===== src/rtl/pwm_pkg.sv =====
// pwm_pkg: shared output-state encoding and counter width for the PWM driver.
package pwm_pkg;
    localparam int CNT_W = 8;
    typedef enum logic [1:0] {OFF, LOW, HIGH, DEAD} pwm_state_e;
endpackage


===== src/rtl/pwm_deadtime.sv =====
// pwm_deadtime: complementary output FSM inserting DEADTIME idle ticks before either side turns on.
module pwm_deadtime import pwm_pkg::*; #(
    parameter int DEADTIME = 2
) (
    input  logic clk,
    input  logic rst_n,
    input  logic raw,
    input  logic tick,
    input  logic enable,
    output logic pwm_h,
    output logic pwm_l
);
    localparam logic [3:0] DT_LAST = 4'(DEADTIME - 1);
    pwm_state_e state_q;
    logic [3:0] dcnt_q;
    logic       pwm_h_q;
    logic       pwm_l_q;
    always_ff @(posedge clk or negedge rst_n) begin
        if (!rst_n) begin
            state_q <= OFF;
            dcnt_q  <= '0;
            pwm_h_q <= 1'b0;
            pwm_l_q <= 1'b0;
        end else if (!enable) begin
            state_q <= OFF;
            dcnt_q  <= '0;
            pwm_h_q <= 1'b0;
            pwm_l_q <= 1'b0;
        end else if (tick) begin
            case (state_q)
                OFF: begin
                    state_q <= DEAD;
                    dcnt_q  <= '0;
                end
                LOW: if (raw) begin
                    state_q <= DEAD;
                    dcnt_q  <= '0;
                    pwm_l_q <= 1'b0;
                end
                HIGH: if (!raw) begin
                    state_q <= DEAD;
                    dcnt_q  <= '0;
                    pwm_h_q <= 1'b0;
                end
                DEAD: if (dcnt_q == DT_LAST) begin
                    // raw is sampled only at the end of the dead window, so short glitches are swallowed
                    state_q <= raw ? HIGH : LOW;
                    pwm_h_q <= raw;
                    pwm_l_q <= !raw;
                end else begin
                    dcnt_q <= dcnt_q + 4'd1;
                end
            endcase
        end
    end
    assign pwm_h = pwm_h_q;
    assign pwm_l = pwm_l_q;
endmodule


===== src/rtl/pwm_driver.sv =====
// pwm_driver: prescaled 256-tick PWM with double-buffered duty, period-start strobe and dead-time outputs.
module pwm_driver import pwm_pkg::*; #(
    parameter int PRESCALE = 4,
    parameter int DEADTIME = 2
) (
    input  logic             clk,
    input  logic             rst_n,
    input  logic             enable,
    input  logic [CNT_W-1:0] duty_in,
    input  logic             duty_valid,
    output logic             duty_ready,
    output logic             pwm_h,
    output logic             pwm_l,
    output logic             period_start,
    output logic [CNT_W-1:0] duty_active
);
    localparam logic [CNT_W-1:0] PSC_LAST = CNT_W'(PRESCALE - 1);
    logic [CNT_W-1:0] presc_q, presc_d;
    logic [CNT_W-1:0] cnt_q, cnt_d;
    logic [CNT_W-1:0] duty_active_q, duty_active_d;
    logic [CNT_W-1:0] pending_q, pending_d;
    logic             pending_full_q, pending_full_d;
    logic             period_start_q, period_start_d;
    logic             tick, wrap, accept, raw;
    always_comb begin
        tick           = enable && (presc_q == PSC_LAST);
        wrap           = tick && (&cnt_q);
        accept         = duty_valid && !pending_full_q;
        raw            = enable && (cnt_q < duty_active_q);
        presc_d        = (!enable || tick) ? '0 : presc_q + 1'b1;
        cnt_d          = !enable ? '0 : cnt_q + CNT_W'(tick);
        pending_d      = accept ? duty_in : pending_q;
        // a full slot blocks accept, so a wrap never races a new capture
        pending_full_d = accept || (pending_full_q && !wrap);
        duty_active_d  = (wrap && pending_full_q) ? pending_q : duty_active_q;
        period_start_d = wrap;
    end
    always_ff @(posedge clk or negedge rst_n) begin
        if (!rst_n) begin
            presc_q        <= '0;
            cnt_q          <= '0;
            duty_active_q  <= '0;
            pending_q      <= '0;
            pending_full_q <= 1'b0;
            period_start_q <= 1'b0;
        end else begin
            presc_q        <= presc_d;
            cnt_q          <= cnt_d;
            duty_active_q  <= duty_active_d;
            pending_q      <= pending_d;
            pending_full_q <= pending_full_d;
            period_start_q <= period_start_d;
        end
    end
    assign duty_ready   = !pending_full_q;
    assign period_start = period_start_q;
    assign duty_active  = duty_active_q;
    pwm_deadtime #(.DEADTIME(DEADTIME)) u_deadtime (
        .clk    (clk),
        .rst_n  (rst_n),
        .raw    (raw),
        .tick   (tick),
        .enable (enable),
        .pwm_h  (pwm_h),
        .pwm_l  (pwm_l)
    );
endmodule


===== config.mk =====
export PLATFORM = sky130hd
export DESIGN_NAME = pwm_driver
export DESIGN_NICKNAME = d
export VERILOG_FILES = /design/src/rtl/pwm_pkg.sv /design/src/rtl/pwm_deadtime.sv /design/src/rtl/pwm_driver.sv
export SDC_FILE = /design/constraint.sdc
export NUM_CORES = 1
export LEC_CHECK = 0
export ABC_AREA = 1
export BUFFER_PORTS_ARGS = -buffer_cell sky130_fd_sc_hd__buf_2
export CAP_MARGIN = 0
export CORE_MARGIN = 3
export CORE_UTILIZATION = 50
export CTS_BUF_LIST = sky130_fd_sc_hd__clkbuf_8
export CTS_CLUSTER_DIAMETER = 100
export CTS_CLUSTER_SIZE = 25
export DETAILED_ROUTE_END_ITERATION = 8
export PLACE_DENSITY_LB_ADDON = 0.08
export SETUP_SLACK_MARGIN = 0.1
export SYNTH_ARGS = -nofsm -noshare
export SYNTH_HDL_FRONTEND = slang
export SYNTH_SLANG_ARGS = --single-unit

===== constraint.sdc =====
create_clock -name clk -period 1.6 [get_ports clk]
set_input_delay 0.08 -clock clk [delete_from_list [all_inputs] [get_ports clk]]
set_output_delay 0.08 -clock clk [all_outputs]
set_load 0.005 [all_outputs]

==> flow_summary.toml <==
[clock_network]
clkLatencyLatePin_ns = 0.29
htreeDepth = 2
cts.path.max_buffers = 2
cts_tree = "done"
clkSlewWorstSetupHoldPaths_ns = 0.08
cts_made_buffers = 5
root_buffer = "clkbuf_8"
clock_sinks = 42

[timing]
fin_skew_ns = 0.00401
hold_viol = 0
period_minus_slack_ns = 1.74
worst_slew_pin_slew_ns = 0.511
setup_viol = 10
fin_crit_sh_pct = 109
setup_slack_ns = -0.141
max_freq_mhz = 574
rsz0062_at_grt = "yes"
maxSlewViolCount = 0
slew_headroom_pct = 65.9
hold_ws_ns = 0.0331

[detailed_routing]
via_per_inst = 5.10
vias = 1923
drc_errors = 0
drtPass1Iterations = 4
drtIter0Drc = 139
wl_per_cell_um = 12.8
ant_nets = 0
routed_wl_um = 4820

[synth]
synthMuxAreaShare_pct = 0
syn_inst = 259
yosys.area_share.simple_pct = 23.0
synth-xor-area-share_pct = 0.798
ys_ff_latch = 42
syn-num-nets = 283
syn_avg_cell_area_um2 = 8.48
ys_seq_area_share_pct = 47.9
yosys_warnings = 0
synthAdderAreaFrac_pct = 6.84
synth_top_family_by_area = "simple AND/OR/NAND/NOR gates"
synth_compound_area_share_pct = 13.0
synth_area_um2 = 2200
synthDistinctLibCells = 28

[floorplan]
fp.dieW_um = 72.3
fp.dieArea_um2 = 5220
core_area_um2 = 4120
dieHeight_um = 72.3
start_util_pct = 53.4
fp-row-count = 23
ios = 24

[worst_setup_path]
crit_path_start_kind = "register"
cp_max_fo = 2
crit_arrival_ns = 1.96
critPathRequiredTime_ns = 1.82
end_kind = "register"
path_class = "register to register"

[finish]
layout_commonest_cell = "dfrtp_1"
multiInputGateArea_um2 = 1190
syn_to_final_growth_pct = 36.2
seqCellArea_um2 = 1050
nets = 350
layout-drive-gt1-share_pct = 40.4
mostFrequentLayoutCells = "dfrtp_1, inv_1, buf_4, nand2_1, nor2_1"
nFillCells = 320
antennaDiodeCount = 0

[run]
cap_violations = 0

[place]
dpl.hpwl_um = 3320
post-place-ws_ns = -0.140
gp_congestion = 0.798
port_buffers = 23

[power]
ir_worst_vdd_uv = 702
power.total_mw = 2.17
power.density_nw_per_um2 = 725
p_leak_nw = 1.53

[global_routing]
antenna_found_initial = 0
grt_pass1_wl_um = 8380
track_usage_pct = 20.7
grt_max_degree = 43
first_global_vias = 1921
grt_overflow_total = 0

[run_status]
violations = "negative setup slack"
status = "complete, but fails checks"

[worst_hold_path]
hold_class = "input port to register"
## path summary, 6_finish.rpt
check | startpoint | endpoint | slack [ns] | cells past startpoint
setup / recovery | presc_q[0] | cnt_q[6] | -0.14 | 12
setup reg to reg | presc_q[0] | cnt_q[6] | -0.14 | 12
hold / removal | duty_in[7] | pending_q[7] | 0.03 | 3
max in group asynchronous | rst_n | presc_q[3] | 0.88 | 3
min in group asynchronous | rst_n | u_deadtime.state_q[1] | 0.37 | 3
hold reg to reg | u_deadtime.pwm_h | u_deadtime.pwm_h | 0.49 | 2
## flip-flops by register name (all words and copies together) (netlist names)
| name | flops |
|---|---|
| u_deadtime.pwm_l | 1 |
| u_deadtime.pwm_h | 1 |
| duty_active | 8 |
| pending_full_q | 1 |
| period_start | 1 |
| cnt_q | 8 |
| u_deadtime.dcnt_q | 4 |
| u_deadtime.state_q | 2 |
| pending_q | 8 |
| presc_q | 8 |
## worst max-delay path, cell delays in order, from the launching register on
cell and delay [ns]:
dfrtp_1 0.37, ha_2 0.19, nand2_2 0.07, nor2_4 0.13, inv_2 0.06, nor2_4 0.12
ha_4 0.16, ha_4 0.15, nand2_4 0.05, inv_2 0.06, buf_6 0.10, a31oi_4 0.07
nor3_2 0.15
## power by group
group	total, mW	internal (mW)	switching, mW
clock network	0.716	0.347	0.369
logic	0.301	0.115	0.185
registers	1.15	1.11	0.0401
total	2.17	1.57	0.595
## routing by layer
| metal | GRT usage (%) | vias to the layer above | wire length [µm] |
|---|---|---|---|
| met1 | 26.7 | 901 | 2270 |
| li1 | - | 967 | - |
| met4 | 7.52 | 0 | 80 |
| met5 | 0 | - | 0 |
| met3 | 5.12 | 10 | 201 |
| met2 | 33.8 | 45 | 2270 |
## cells in the mapped netlist
cell | n | area share (%)
dfrtp_1 | 42 | 48
nor4_1 | 1 | 0.29
o21ai_2 | 8 | 3.2
clkbuf_1 | 1 | 0.17
nand2_1 | 46 | 7.9
a31oi_1 | 1 | 0.29
nor2_1 | 28 | 4.8
o21ai_1 | 2 | 0.46
nor2_4 | 2 | 1.0
and3_1 | 2 | 0.57
nor4_4 | 1 | 0.97
o21bai_1 | 4 | 1.4
xnor2_1 | 1 | 0.40
nor3_1 | 8 | 1.8
a21oi_1 | 21 | 4.8
inv_2 | 4 | 0.68
nand2_2 | 5 | 1.4
o21a_1 | 2 | 0.68
ha_1 | 12 | 6.8
nand4_1 | 4 | 1.1
nor2_2 | 1 | 0.29
xor2_1 | 1 | 0.40
o21ai_0 | 10 | 2.3
nand3_4 | 1 | 0.80
inv_1 | 40 | 6.8
buf_6 | 1 | 0.51
nand3_1 | 9 | 2.1
buf_2 | 1 | 0.23
## cell type report
class	count	share of cell area [%]
sequential	42	35.1
tap	50	2.09
multi-input combinational	171	39.7
timing repair buffer	62	14.3
inverter	44	5.52
clock inverter	2	0.418
clock buffer	6	2.76
## kinds of logic (layout without fill, tap and decap cells)
kind of cell	count (synthesis)	count (layout)
and+or+nand+nor	108	109
AOI/OAI and AO/OA	48	48
buffers and inverters	47	114
DFF	42	42
adders and majority gates	12	12
xor gates and xnor gates	2	2
## what timing repair did
action | 4_1_cts | 5_1_grt
buffers inserted | 9 | 2
hold buffers | 1 | 0
pin swaps | 22 | 13
gates resized for setup | 35 | 16
endpoints found under the setup margin | 22 | 30
gates cloned | 1 | 0
hold endpoints to repair | 42 | 0
## per-stage QoR
| step | cells | cell area (µm²) | TNS [ns] | utilization, % |
|---|---|---|---|---|
| after floorplan | 259 | 2240 | -0.0482 | - |
| after global placement | 357 | 2610 | -0.451 | 63.5 |
| after detailed placement | 357 | 2610 | -0.812 | 63.5 |
| after CTS | 376 | 2920 | -0.421 | 70.9 |
| after global routing | 377 | 2990 | -2.97 | 72.7 |
| final | 377 | 2990 | -0.806 | 72.7 |
Note: power is estimated with default switching activity, not from simulation.
